===== config.mk =====
export PLATFORM = sky130hd
export DESIGN_NAME = multicycle_alu_flat
export DESIGN_NICKNAME = d
export VERILOG_FILES = /design/src/rtl/multicycle_alu_if.sv /design/src/rtl/multicycle_alu.sv /design/src/flat_wrapper.sv
export SDC_FILE = /design/constraint.sdc
export NUM_CORES = 1
export LEC_CHECK = 0
export BUFFER_PORTS_ARGS = -buffer_cell sky130_fd_sc_hd__buf_2
export CAP_MARGIN = 20
export CORE_MARGIN = 2
export CORE_UTILIZATION = 40
export DETAILED_ROUTE_END_ITERATION = 12
export SYNTH_ARGS = -nofsm -noshare
export SYNTH_HDL_FRONTEND = slang
export SYNTH_SLANG_ARGS = --single-unit

===== constraint.sdc =====
create_clock -name Clock -period 4.5 [get_ports Clock]
set_clock_uncertainty 0.1 [all_clocks]
set_input_delay 0.9 -clock Clock [delete_from_list [all_inputs] [get_ports Clock]]
set_output_delay 0.9 -clock Clock [all_outputs]
set_load 0.05 [all_outputs]

===== src/rtl/multicycle_alu_if.sv =====
// Start/Busy/Done handshake bundle between the control unit (master)
// and the multicycle ALU (slave).
interface multicycle_alu_if #(
    parameter int WIDTH = 32
);
    logic             Start;
    logic [4:0]       FunSel;
    logic             MulDiv;
    logic             WF;
    logic [WIDTH-1:0] A;
    logic [WIDTH-1:0] B;
    logic [WIDTH-1:0] Result;
    logic [WIDTH-1:0] ResultHi;
    logic             Busy;
    logic             Done;
    logic [3:0]       FlagsOut;
    logic             DivByZero;

    modport master (
        output Start, FunSel, MulDiv, WF, A, B,
        input  Result, ResultHi, Busy, Done, FlagsOut, DivByZero
    );

    modport slave (
        input  Start, FunSel, MulDiv, WF, A, B,
        output Result, ResultHi, Busy, Done, FlagsOut, DivByZero
    );
endinterface


===== src/rtl/multicycle_alu.sv =====
// WIDTH-bit ALU with half-width mode: single-edge base ops plus iterative
// shift-add multiply and restoring divide, all behind a Start/Done handshake.
module multicycle_alu #(
    parameter int WIDTH = 32
) (
    input logic            Clock,
    input logic            Reset,
    multicycle_alu_if.slave bus
);
    localparam int HALF = WIDTH / 2;
    localparam int CW   = $clog2(WIDTH + 1);

    localparam logic [1:0] IDLE = 2'd0;
    localparam logic [1:0] ITER = 2'd1;
    localparam logic [1:0] FIN  = 2'd2;

    logic [1:0]       state;
    logic [CW-1:0]    cnt;
    logic             op_full, op_div, op_wf;
    logic [WIDTH-1:0] hi, lo, opnd;
    logic [WIDTH-1:0] result, result_hi;
    logic [3:0]       flags;
    logic             done, dbz;
    logic             accept;

    assign accept        = bus.Start && (state != ITER);
    assign bus.Busy      = (state == ITER);
    assign bus.Result    = result;
    assign bus.ResultHi  = result_hi;
    assign bus.Done      = done;
    assign bus.FlagsOut  = flags;
    assign bus.DivByZero = dbz;

    logic [WIDTH-1:0] msk, top, am, bm, bop, base_res;
    logic [WIDTH:0]   sum;
    logic [3:0]       base_flags;
    logic             cin, cout, a_top, b_top, r_top, shc, zero;

    // Base operations on the live operands, masked to the selected width.
    always_comb begin
        msk      = bus.FunSel[4] ? '1 : {{HALF{1'b0}}, {HALF{1'b1}}};
        top      = bus.FunSel[4] ? {1'b1, {(WIDTH-1){1'b0}}}
                                 : {{HALF{1'b0}}, 1'b1, {(HALF-1){1'b0}}};
        am       = bus.A & msk;
        bm       = bus.B & msk;
        bop      = (bus.FunSel[3:0] == 4'h6) ? (~bus.B & msk) : bm;
        cin      = (bus.FunSel[3:0] == 4'h6) ? 1'b1 :
                   (bus.FunSel[3:0] == 4'h5) ? flags[2] : 1'b0;
        sum      = {1'b0, am} + {1'b0, bop} + {{WIDTH{1'b0}}, cin};
        cout     = bus.FunSel[4] ? sum[WIDTH] : sum[HALF];
        a_top    = |(am & top);
        b_top    = |(bop & top);
        base_res = '0;
        shc      = 1'b0;
        case (bus.FunSel[3:0])
            4'h0: base_res = am;
            4'h1: base_res = bm;
            4'h2: base_res = ~bus.A & msk;
            4'h3: base_res = ~bus.B & msk;
            4'h4, 4'h5, 4'h6: base_res = sum[WIDTH-1:0] & msk;
            4'h7: base_res = am & bm;
            4'h8: base_res = am | bm;
            4'h9: base_res = am ^ bm;
            4'hA: base_res = ~(am & bm) & msk;
            4'hB: begin base_res = (am << 1) & msk; shc = a_top; end
            4'hC: begin base_res = am >> 1; shc = am[0]; end
            4'hD: begin base_res = (am >> 1) | (a_top ? top : '0); shc = am[0]; end
            4'hE: begin base_res = ((am << 1) & msk) | {{(WIDTH-1){1'b0}}, a_top}; shc = a_top; end
            default: begin base_res = (am >> 1) | (am[0] ? top : '0); shc = am[0]; end
        endcase
        r_top = |(base_res & top);
        zero  = (base_res == '0);
        case (bus.FunSel[3:0])
            4'h4, 4'h5, 4'h6: base_flags = {zero, cout, r_top, (a_top == b_top) && (r_top != a_top)};
            4'h7, 4'h8, 4'h9, 4'hA: base_flags = 4'b0000;
            4'hB, 4'hC, 4'hD, 4'hE, 4'hF: base_flags = {zero, shc, r_top, 1'b0};
            default: base_flags = {zero, 1'b0, r_top, 1'b0};
        endcase
    end

    logic [WIDTH-1:0] op_msk, op_top, hi_nx, lo_nx, quot;
    logic [WIDTH:0]   madd, rsh, rdiff;

    // One iteration step; the divide dividend is pre-aligned to the MSB so
    // both widths shift out of lo[WIDTH-1].
    always_comb begin
        op_msk = op_full ? '1 : {{HALF{1'b0}}, {HALF{1'b1}}};
        op_top = op_full ? {1'b1, {(WIDTH-1){1'b0}}}
                         : {{HALF{1'b0}}, 1'b1, {(HALF-1){1'b0}}};
        madd   = {1'b0, hi} + (lo[0] ? {1'b0, opnd} : '0);
        rsh    = {hi, lo[WIDTH-1]};
        rdiff  = rsh - {1'b0, opnd};
        if (op_div) begin
            if (!rdiff[WIDTH]) begin
                hi_nx = rdiff[WIDTH-1:0];
                lo_nx = {lo[WIDTH-2:0], 1'b1};
            end else begin
                hi_nx = rsh[WIDTH-1:0];
                lo_nx = {lo[WIDTH-2:0], 1'b0};
            end
        end else begin
            hi_nx = madd[WIDTH:1];
            lo_nx = (lo >> 1) | (madd[0] ? op_top : '0);
        end
        quot = lo_nx & op_msk;
    end

    always_ff @(posedge Clock or negedge Reset) begin
        if (!Reset) begin
            state     <= IDLE;
            cnt       <= '0;
            op_full   <= 1'b0;
            op_div    <= 1'b0;
            op_wf     <= 1'b0;
            hi        <= '0;
            lo        <= '0;
            opnd      <= '0;
            result    <= '0;
            result_hi <= '0;
            flags     <= 4'b0000;
            done      <= 1'b0;
            dbz       <= 1'b0;
        end else begin
            done <= 1'b0;
            if (accept) begin
                dbz <= 1'b0;
                if (!bus.MulDiv) begin
                    state     <= IDLE;
                    result    <= base_res;
                    result_hi <= '0;
                    done      <= 1'b1;
                    if (bus.WF) flags <= base_flags;
                end else if (bus.FunSel[0] && (bm == '0)) begin
                    state     <= IDLE;
                    result    <= msk;
                    result_hi <= am;
                    done      <= 1'b1;
                    dbz       <= 1'b1;
                    if (bus.WF) flags <= 4'b0000;
                end else begin
                    state   <= ITER;
                    cnt     <= bus.FunSel[4] ? CW'(WIDTH) : CW'(HALF);
                    op_full <= bus.FunSel[4];
                    op_div  <= bus.FunSel[0];
                    op_wf   <= bus.WF;
                    hi      <= '0;
                    opnd    <= bus.FunSel[0] ? bm : am;
                    if (bus.FunSel[0])
                        lo <= bus.FunSel[4] ? bus.A : {bus.A[HALF-1:0], {HALF{1'b0}}};
                    else
                        lo <= bm;
                end
            end else if (state == ITER) begin
                hi  <= hi_nx;
                lo  <= lo_nx;
                cnt <= cnt - 1'b1;
                if (cnt == CW'(1)) begin
                    state     <= FIN;
                    done      <= 1'b1;
                    result    <= quot;
                    result_hi <= hi_nx;
                    if (op_wf)
                        flags <= op_div ? {quot == '0, 3'b000}
                                        : {{hi_nx, quot} == '0, hi_nx != '0, |(quot & op_top), 1'b0};
                end
            end else if (state == FIN) begin
                state <= IDLE;
            end
        end
    end
endmodule


===== src/flat_wrapper.sv =====
// flat-port wrapper written by rule: the top's interface ports become plain ports
module multicycle_alu_flat 
#(
    parameter int WIDTH = 32
)
  (Clock, Reset, bus_Start, bus_FunSel, bus_MulDiv, bus_WF, bus_A, bus_B, bus_Result, bus_ResultHi, bus_Busy, bus_Done, bus_FlagsOut, bus_DivByZero);
  multicycle_alu_if #(.WIDTH(WIDTH)) bus_i ();
  input logic Clock;
  input logic Reset;
  input wire logic [$bits(bus_i.Start)-1:0] bus_Start;
  input wire logic [$bits(bus_i.FunSel)-1:0] bus_FunSel;
  input wire logic [$bits(bus_i.MulDiv)-1:0] bus_MulDiv;
  input wire logic [$bits(bus_i.WF)-1:0] bus_WF;
  input wire logic [$bits(bus_i.A)-1:0] bus_A;
  input wire logic [$bits(bus_i.B)-1:0] bus_B;
  output wire logic [$bits(bus_i.Result)-1:0] bus_Result;
  output wire logic [$bits(bus_i.ResultHi)-1:0] bus_ResultHi;
  output wire logic [$bits(bus_i.Busy)-1:0] bus_Busy;
  output wire logic [$bits(bus_i.Done)-1:0] bus_Done;
  output wire logic [$bits(bus_i.FlagsOut)-1:0] bus_FlagsOut;
  output wire logic [$bits(bus_i.DivByZero)-1:0] bus_DivByZero;
  assign bus_i.Start = bus_Start;
  assign bus_i.FunSel = bus_FunSel;
  assign bus_i.MulDiv = bus_MulDiv;
  assign bus_i.WF = bus_WF;
  assign bus_i.A = bus_A;
  assign bus_i.B = bus_B;
  assign bus_Result = bus_i.Result;
  assign bus_ResultHi = bus_i.ResultHi;
  assign bus_Busy = bus_i.Busy;
  assign bus_Done = bus_i.Done;
  assign bus_FlagsOut = bus_i.FlagsOut;
  assign bus_DivByZero = bus_i.DivByZero;
  multicycle_alu #(.WIDTH(WIDTH)) u_core (.Clock(Clock), .Reset(Reset), .bus(bus_i));
endmodule

### Word level (Yosys, flattened, before mapping)

Cells that the tools add are included.

| operators by class | value |
|---|---|
| reductions and logical operators | 27 |
| $add $sub $neg | 5 |
| bitwise gates (word level) | 23 |
| equal/unequal tests | 27 |
| mux-type cells | 66 |
| shift operators | 0 |
| order comparisons | 0 |
| divide/modulo/power cells | 0 |
| $mul | 0 |

Operators by type and width:

| operator | number |
|---|---|
| 2-to-1 mux 32 bit | 33 |
| AND 32 bit | 13 |
| one-hot mux 32 bit (13 select lines) | 1 |
| OR reduction 32 bit | 4 |
| zero test 32 bit | 3 |
| inverter 32 bit | 3 |
| OR 31 x 32 -> 32 bit | 3 |
| zero test 64 bit | 1 |
| 2-to-1 mux 4 bit | 9 |
| adder 32 x 32 -> 33 bit | 1 |
| adder 32 x 33 -> 33 bit | 1 |
| adder 33 x 1 -> 33 bit | 1 |
| subtractor 33 x 32 -> 33 bit | 1 |
| == test 4 bit (second input constant) | 8 |
| OR 32 x 1 -> 32 bit | 1 |
| OR 32 bit | 1 |
| nonzero test 32 bit | 1 |
| bitwise XOR 32 bit | 1 |
| 2-to-1 mux 6 bit | 5 |
| == test 4 x 3 -> 1 bit (second input constant) | 4 |
| one-hot mux 4 bit (3 select lines) | 1 |
| 2-to-1 mux 1 bit | 11 |
| 2-to-1 mux 2 bit | 5 |
| != test 3 bit (second input constant) | 3 |
| other kinds (25) | 33 |

| word-level totals | value |
|---|---|
| output and inout port bits | 71 |
| bits in registers | 177 |
| memories kept | 0 |
| bits in writable memories | 0 |
| latch bits | 0 |
| bits in read-only memories | 0 |
| bits of input ports | 74 |

### Depth between registers and ports, before layout

Gate-level depths: netlist of run 1.

| depth | value |
|---|---|
| word-level depth | 15 |
| gate-level depth with buffers | 24 |

### Least setup slack after synthesis of run 1

OpenSTA, ideal clock, no wires.

| timing | value |
|---|---|
| path type | in2reg |
| start | input port bus_FunSel[0] |
| end | register u_core.flags[3], in the netlist u_core.bus.FlagsOut[3] |
| buffers on the path | 7 |
| data arrival time | 6203 ps |
| setup slack | -1897 ps |
| required time | 4306 ps |
| cell stages on the path | 24 |
| cells stage by stage | buf_2 > buf_2 > buf_2 > clkbuf_1 > clkbuf_1 > nor3_1 > clkbuf_1 > xnor2_1 > fa_1 > inv_1 > fa_1 > nor2b_1 > or3_1 > clkbuf_1 > a211oi_1 > nor3_1 > o211a_1 > a311oi_1 > and3b_1 > a2111oi_0 > nand4_1 > nor4_1 > nor3_1 > a221oi_2 |

| between the ends | value |
|---|---|
| longest elaborated chain between the ends | 11 |
| elaborated cells between the ends (all ways) | 35 |
| those cells by class | 2 x add/sub; 17 x eq/ne; 8 x mux; 1 x bitwise; 7 x reduce/logical |

RTL lines:

| item | RTL line | source |
|---|---|---|
| start, declared | flat_wrapper.sv:11 | `input wire logic [$bits(bus_i.FunSel)-1:0] bus_FunSel;` |
| == test 4 x 3 -> 1 bit (on tied branches) | n/a |  |
| 2-to-1 mux 32 bit / 2-to-1 mux 1 bit (equally long branches) | multicycle_alu.sv:46, multicycle_alu.sv:48 |  |
| adder 32 x 32 -> 33 bit / 2-to-1 mux 1 bit (equally long branches) | multicycle_alu.sv:49, multicycle_alu.sv:47 |  |
| adder 33 x 1 -> 33 bit | multicycle_alu.sv:49 | `sum = {1'b0, am} + {1'b0, bop} + {{WIDTH{1'b0}}, cin};` |
| AND 32 bit | multicycle_alu.sv:60 | `4'h4, 4'h5, 4'h6: base_res = sum[WIDTH-1:0] & msk;` |
| one-hot mux 32 bit (13 select lines) | multicycle_alu.sv:55 | `case (bus.FunSel[3:0])` |
| zero test 32 bit | multicycle_alu.sv:72 | `zero = (base_res == '0);` |
| one-hot mux 4 bit (3 select lines) | multicycle_alu.sv:73 | `case (bus.FunSel[3:0])` |
| 2-to-1 mux 4 bit | multicycle_alu.sv:132 | `if (bus.WF) flags <= base_flags;` |
| 2-to-1 mux 4 bit | multicycle_alu.sv:127 | `if (!bus.MulDiv) begin` |
| 2-to-1 mux 4 bit | multicycle_alu.sv:125 | `if (accept) begin` |
| end signal, assigned | multicycle_alu.sv:132 |  |
| end signal, assigned | multicycle_alu.sv:163 | `flags <= op_div ? {quot == '0, 3'b000}` |
| end, declared | multicycle_alu.sv:22 | `logic [3:0] flags;` |

Several ways; a longest one is shown, not always the timed one. The select of a mux whose other input is x is not followed.
A chain may end at the register's enable or synchronous reset.

### Worst setup path after layout of run 1

| timing | value |
|---|---|
| start | input port bus_FunSel[3] |
| end | register u_core.flags[3], in the netlist u_core.bus.FlagsOut[3] |

| between the ends | value |
|---|---|
| longest elaborated chain between the ends | 11 |
| elaborated cells between the ends (all ways) | 31 |
| those cells by class | 2 x add/sub; 15 x eq/ne; 8 x mux; 1 x bitwise; 5 x reduce/logical |

RTL lines:

| item | RTL line |
|---|---|
| == test 4 x 3 -> 1 bit (on tied branches) | n/a |
| 2-to-1 mux 32 bit / 2-to-1 mux 1 bit (equally long branches) | multicycle_alu.sv:46, multicycle_alu.sv:48 |
| adder 32 x 32 -> 33 bit / 2-to-1 mux 1 bit (equally long branches) | multicycle_alu.sv:49, multicycle_alu.sv:47 |
| adder 33 x 1 -> 33 bit | multicycle_alu.sv:49 |
| AND 32 bit | multicycle_alu.sv:60 |
| one-hot mux 32 bit (13 select lines) | multicycle_alu.sv:55 |
| zero test 32 bit | multicycle_alu.sv:72 |
| one-hot mux 4 bit (3 select lines) * | multicycle_alu.sv:73 |
| 2-to-1 mux 4 bit * | multicycle_alu.sv:132 |
| 2-to-1 mux 4 bit * | multicycle_alu.sv:127 |
| 2-to-1 mux 4 bit * | multicycle_alu.sv:125 |

Every way passes the cells marked *; elsewhere a longest branch is shown, timed or not. The select of a mux whose other input is x is not followed.

==> flow_metrics.tcl, run 1 <==
set metrics [dict create \
    status "finished with violations" \
    violations "setup timing" \
    netlist_instances 2708 \
    io_buffer_count 144 \
    antenna_found_initial 1 \
    grt_pass1_vias 24000 \
    finalCritPeriodShare 1.10 \
    period_minus_slack_ps 4960 \
    yosysWarnings 0 \
    crit_path_end "u_core.bus.FlagsOut[3]$_DFFE_PN0P_" \
    drt-wirelength-per-cell_um 24.2 \
    netlist.area_leader.share 0.220 \
    cts_tree "yes" \
    cp_max_fo 6 \
    htree_levels 4 \
    hpwl_um 78300 \
    rows 82 \
    postSynthAreaPerCell_um2 7.44 \
    syn_area_um2 20100 \
    tightest_slew_ps 974 \
    yosysSeqAreaShare 0.220 \
    pre_cts_slack_ps -1470 \
    synthArstFlopShare 1.00 \
    slew_headroom 0.345 \
    yosys-top-cells-area "dfrtp_1, ha_1, nand2_1, o21ai_0, a21oi_1" \
    regArea_um2 4430 \
    path_clk_slew_ps 90 \
    synthDistinctLibCells 90 \
    ys_top_cells_by_count "nand2_1, o21ai_0, nor2_1" \
    area_growth_pct 36.3 \
    cp-start-kind "input pin" \
    setup_viol 2 \
    vias_per_cell 6.05 \
    cp.required_ps 4780 \
    reg2reg_to "u_core.bus.FlagsOut[3]$_DFFE_PN0P_" \
    p_leak_nw 12.9 \
    gp_congestion 1.01 \
    remaining_drc_errors 0 \
    cp-end-kind "register" \
    insertion_delay_ps 460 \
    numPlacedInstances 4010 \
    nNetsFinal 3606 \
    cts_hold_buf 0 \
    hp-class "in -> async" \
    cellPowerDensity_nw_per_um2 686 \
    grt_max_degree 113 \
    rr_startpoint "u_core.opnd[0]$_DFFE_PN0P_" \
    grt-ovfl-total 0 \
    drive_gt1_frac 0.295 \
    ys_ff_latch 177 \
    drtAntennaViolNets 0 \
    core-area_um2 50000 \
    synth-edff-count 0 \
    clk_path_buf_depth 2 \
    fin_util 0.550 \
    r2r_cells 18 \
    grt.total_usage 0.369 \
    cts-buffers-inserted 17 \
    ioPinCount 145 \
    grt_pass1_wl_um 148000 \
    clock_sinks 177 \
    criticalPathCategory "in -> reg" \
    multi_input_area_um2 14900 \
    synth_flop_cell "dfrtp_1" \
    die_w_um 228 \
    maxCapViolCount 0 \
    fin_ws_ps -461 \
    ir_drop_mv 0.479 \
    num_antenna_cells 0 \
    root_buffer "clkbuf_16" \
    max_clock_freq_mhz 202 \
    worstSetupStartpoint "bus_FunSel[3]" \
    fill_cells 4978 \
    first_pass_iters 5 \
    die_h_um 228 \
    initial_core_util 0.403 \
    die-area_um2 52200 \
    synth_largest_area_cell "dfrtp_1" \
    synth.most_common_cell "nand2_1" \
    stdcell_count 4052 \
    fin_tns_setup_ps -503 \
    rrSetupSlack_ps -270 \
    drv_slew 0 \
    postRouteWirelength_um 98000 \
    synthesis.nets 2947 \
    arrival_ps 5240 \
    drt_iter0_drc 2553 \
    grt_setup_unrepaired "yes" \
    hold_violations 0 \
    dr_total_vias 24500 \
]
repair_timing:
action,4_1_cts,5_1_grt
buffers inserted,7,3
gates resized for setup,57,33
pin swaps,16,11
endpoints found under the setup margin,6,6
worst min-delay path by stage:
stage                                             startpoint                                  to  slack, ps  cells past startpoint
after floorplan                    u_core.cnt[3]$_DFFE_PN0P_           u_core.cnt[3]$_DFFE_PN0P_        350                      2
after global placement    u_core.bus.ResultHi[3]$_DFFE_PN0P_  u_core.bus.ResultHi[3]$_DFFE_PN0P_        360                      2
after detailed placement   u_core.bus.Result[11]$_DFFE_PN0P_   u_core.bus.Result[11]$_DFFE_PN0P_        360                      1
after CTS                  u_core.bus.Result[13]$_DFFE_PN0P_   u_core.bus.Result[13]$_DFFE_PN0P_        390                      1
after global routing       u_core.bus.Result[11]$_DFFE_PN0P_   u_core.bus.Result[11]$_DFFE_PN0P_        410                      1
final                                                  Reset    u_core.bus.Result[0]$_DFFE_PN0P_        380                      1
final cells by class:
type / count / share of cell area
multi-input combinational: 2183 / 0.542
timing repair buffer: 843 / 0.225
tap: 672 / 0.0306
clock buffer: 18 / 0.0156
inverter: 145 / 0.0198
clock inverter: 14 / 0.00570
sequential: 177 / 0.161
state kept, by name, indices dropped and copies added (netlist names):
name                  count
u_core.bus.ResultHi      32
u_core.bus.Result        32
u_core.hi                32
u_core.lo                32
u_core.opnd              32
u_core.cnt                6
u_core.bus.FlagsOut       4
u_core.state              2
u_core.bus.DivByZero      1
u_core.bus.Done           1
u_core.op_div             1
u_core.op_full            1
u_core.op_wf              1
worst max-delay path, stage by stage:
cell,delay (ps)
buf_2,110
nand2b_4,140
nor3_4,220
buf_12,150
buf_6,130
xnor2_1,140
inv_1,90
fa_2,360
buf_4,140
xnor2_1,160
a32oi_1,210
o221ai_1,150
a221oi_2,260
o2111ai_1,190
nor4_2,200
buf_4,180
nand4_1,210
nor4_2,320
nand4_1,260
buf_4,230
nor4_4,180
nor3_2,70
a221oi_2,240
per-layer routing:
layer | vias up | routed length (um) | track usage
met5 | - | 13 | 0
met4 | 2 | 4120 | 0.156
met3 | 196 | 7650 | 0.0518
met2 | 1140 | 45000 | 0.604
met1 | 11800 | 41200 | 0.486
li1 | 11300 | - | -
cell families (layout without fill, tap and decap cells):
kind of cell | Yosys count | after routing | synth area share
buf+inv | 348 | 1020 | 0.0668
fa+ha+maj | 167 | 167 | 0.105
mux | 65 | 65 | 0.0334
simple gates | 901 | 901 | 0.217
xor+xnor | 95 | 95 | 0.0413
compound gates | 955 | 955 | 0.317
flops | 177 | 177 | 0.220
metrics by stage:
| stage | area [um2] | power, mW | hold slack (ps) |
|---|---|---|---|
| final | 27500 | 18.9 | 380 |
| after global routing | 27500 | 20.1 | 412 |
| after CTS | 27300 | 18.6 | 386 |
| after detailed placement | 26400 | 16.7 | 360 |
| after global placement | 26400 | 16.6 | 360 |
| after floorplan | 20300 | 10.7 | 350 |
report_power, final:
| part | switching, mW | leakage, nW | internal [mW] |
|---|---|---|---|
| logic | 8.27 | 10.5 | 6.00 |
| clock network | 0.785 | 0.282 | 0.746 |
| registers | 0.680 | 2.14 | 2.38 |
| total | 9.73 | 12.9 | 9.12 |
layout by cell type (no fill, tap or decap), types with 44 or more instances in the layout:
master and instances:
nand2_1 301, xnor2_1 64, buf_4 681, a31oi_1 61, mux2i_1 56, o21a_1 46
a21o_1 44, a21oi_1 178, o21ai_0 200, o22ai_1 47, dfrtp_1 176, nor2_1 198
inv_1 141, ha_1 160, buf_2 143, nand3_1 63, and2_1 64
Note: power is estimated with default switching activity, not from simulation.
==> run 2, diff against run 1 <==
Clock period 4.5 ns to 4.9 ns, I/O delays scaled along.
==> flow_metrics.tcl, run 2 (same netlist as run 1, synthesis figures left out) <==
set metrics [dict create \
    dr_total_vias 23900 \
    grt.total_usage 0.358 \
    violations "setup timing" \
    num_antenna_cells 0 \
    grt_max_degree 105 \
    slew_headroom 0.220 \
    first_pass_iters 5 \
    die_w_um 228 \
    layout_common_cells "buf_4, nand2_1, o21ai_0" \
    core-area_um2 50000 \
    setup_viol 1 \
    drv_slew 0 \
    initial_core_util 0.403 \
    arrival_ps 5340 \
    internal-power_mw 7.61 \
    die-area_um2 52200 \
    worstSetupStartpoint "bus_FunSel[3]" \
    grt_pass1_vias 22900 \
    cp_max_fo 7 \
    hold_violations 0 \
    cts-buffers-inserted 17 \
    ioPinCount 145 \
    gp_congestion 1.04 \
    nNetsFinal 3421 \
    cp.required_ps 5170 \
    hp-class "reg -> reg" \
    hpwl_um 76900 \
    max_clock_freq_mhz 197 \
    p_seq_frac 0.178 \
    status "finished with violations" \
    stdcell_count 3867 \
    layout_commonest_cell "buf_4" \
    io_buffer_count 144 \
    period_minus_slack_ps 5070 \
    cp-end-kind "register" \
    drt-wirelength-per-cell_um 24.9 \
    rows 82 \
    r2r_cells 18 \
    maxCapViolCount 0 \
    ir_drop_mv 0.386 \
    grt-ovfl-total 0 \
    drt_iter0_drc 2219 \
    path_clk_slew_ps 90 \
    grt_setup_unrepaired "yes" \
    p_total_mw 16.4 \
    numPlacedInstances 3829 \
    switching_power_mw 8.77 \
    insertion_delay_ps 460 \
    fin_ws_ps -170 \
    pre_cts_slack_ps -1020 \
    p_leak_nw 11.9 \
    cellPowerDensity_nw_per_um2 633 \
    clock_sinks 177 \
    whs_path_depth 1 \
    drive_gt1_frac 0.249 \
    finalCritPeriodShare 1.03 \
    postRouteWirelength_um 96300 \
    die_h_um 228 \
    tightest_slew_ps 1170 \
    grt_pass1_wl_um 144000 \
    power_frac_comb 0.735 \
    vias_per_cell 6.19 \
    cts_tree "yes" \
    p_sw_frac 0.535 \
    holdPathEnd "u_core.bus.Result[8]$_DFFE_PN0P_" \
    clk_path_buf_depth 2 \
    root_buffer "clkbuf_16" \
    area_growth_pct 28.5 \
    rrSetupSlack_ps 30 \
    htree_levels 4 \
    antenna_found_initial 3 \
    cp-start-kind "input pin" \
    drtAntennaViolNets 0 \
    hp-start "u_core.bus.Result[8]$_DFFE_PN0P_" \
    remaining_drc_errors 0 \
    reg2reg_to "u_core.bus.FlagsOut[3]$_DFFE_PN0P_" \
    pwr-share-clk 0.087 \
    rr_startpoint "u_core.opnd[0]$_DFFE_PN0P_" \
    criticalPathCategory "in -> reg" \
]
==> run 2: changes by cell type in the layout (fill, tap and decap cells not counted), sizes merged <==
cell,change
buf,-185
clkinv,+4
inv,-3
clkbuf,-1
==> run 2: cell type report <==
cell class / count / area (um2)
clock buffers: 17 / 425
multi-input cells: 2183 / 14700
fillers: 5083 / 24100
flip-flops and latches: 177 / 4430
repair buffers: 658 / 4740
clock inverters: 15 / 188
well taps: 672 / 841
inverters: 145 / 544
==> run 2: what timing repair did <==
item                                    CTS  global route
hold buffers                              0             0
endpoints found under the setup margin    2             2
pin swaps                                10            13
gates resized for setup                  21            37
setup buffers                             4             2
==> run 2: power by group through the flow <==
stage          clock network, mW  logic, mW  registers, mW
3_3_place_gp                   0       11.5           2.88
4_1_cts                     1.44       11.8           2.87
6_report                    1.43       12.0           2.91
2_1_floorplan                  0       6.29           3.58
3_5_place_dp                   0       11.6           2.89
5_1_grt                     1.49       12.9           2.98
==> run 2: through the flow <==
stage           util  area, um2  hold WS, ps  setup TNS, ps
6_report       0.518      25900          382           -170
5_1_grt        0.518      25900          407           -336
4_1_cts        0.515      25700          387          -74.4
3_5_place_dp   0.500      25000          365          -2850
3_3_place_gp   0.500      25000          358          -2300
2_1_floorplan      -      20300          350           -874
==> run 2: worst max-delay path, stage by stage <==
cell and delay, ps:
buf_2 120, nand2b_4 150, nor3_4 150, buf_12 150
buf_6 140, xnor2_1 130, ha_1 260, buf_4 160
a21oi_1 350, buf_4 210, a21o_1 120, o21ai_0 100
a311oi_1 380, o31ai_1 150, a211oi_1 250, nand4_1 210
nor4_2 280, nand4_1 230, buf_4 210, o41ai_2 300
o22ai_1 140, a221oi_2 190
==> run 2: per-layer routing <==
layer	GRT usage	up-vias	share of wire
met5	0	-	0.00013
met1	0.480	11600	0.42
met2	0.577	1145	0.45
li1	-	11000	-
met3	0.0442	226	0.076
met4	0.160	2	0.050
==> run 2: worst max path at each step <==
| stage | end | depth (start not counted) | slack [ps] |
|---|---|---|---|
| after floorplan | u_core.bus.FlagsOut[3]$_DFFE_PN0P_ | 24 | -640 |
| after global placement | u_core.bus.FlagsOut[3]$_DFFE_PN0P_ | 21 | -1010 |
| after detailed placement | u_core.bus.FlagsOut[3]$_DFFE_PN0P_ | 22 | -1020 |
| after CTS | u_core.bus.FlagsOut[3]$_DFFE_PN0P_ | 22 | -70 |
| after global routing | u_core.bus.FlagsOut[3]$_DFFE_PN0P_ | 22 | -340 |
| final | u_core.bus.FlagsOut[3]$_DFFE_PN0P_ | 22 | -170 |
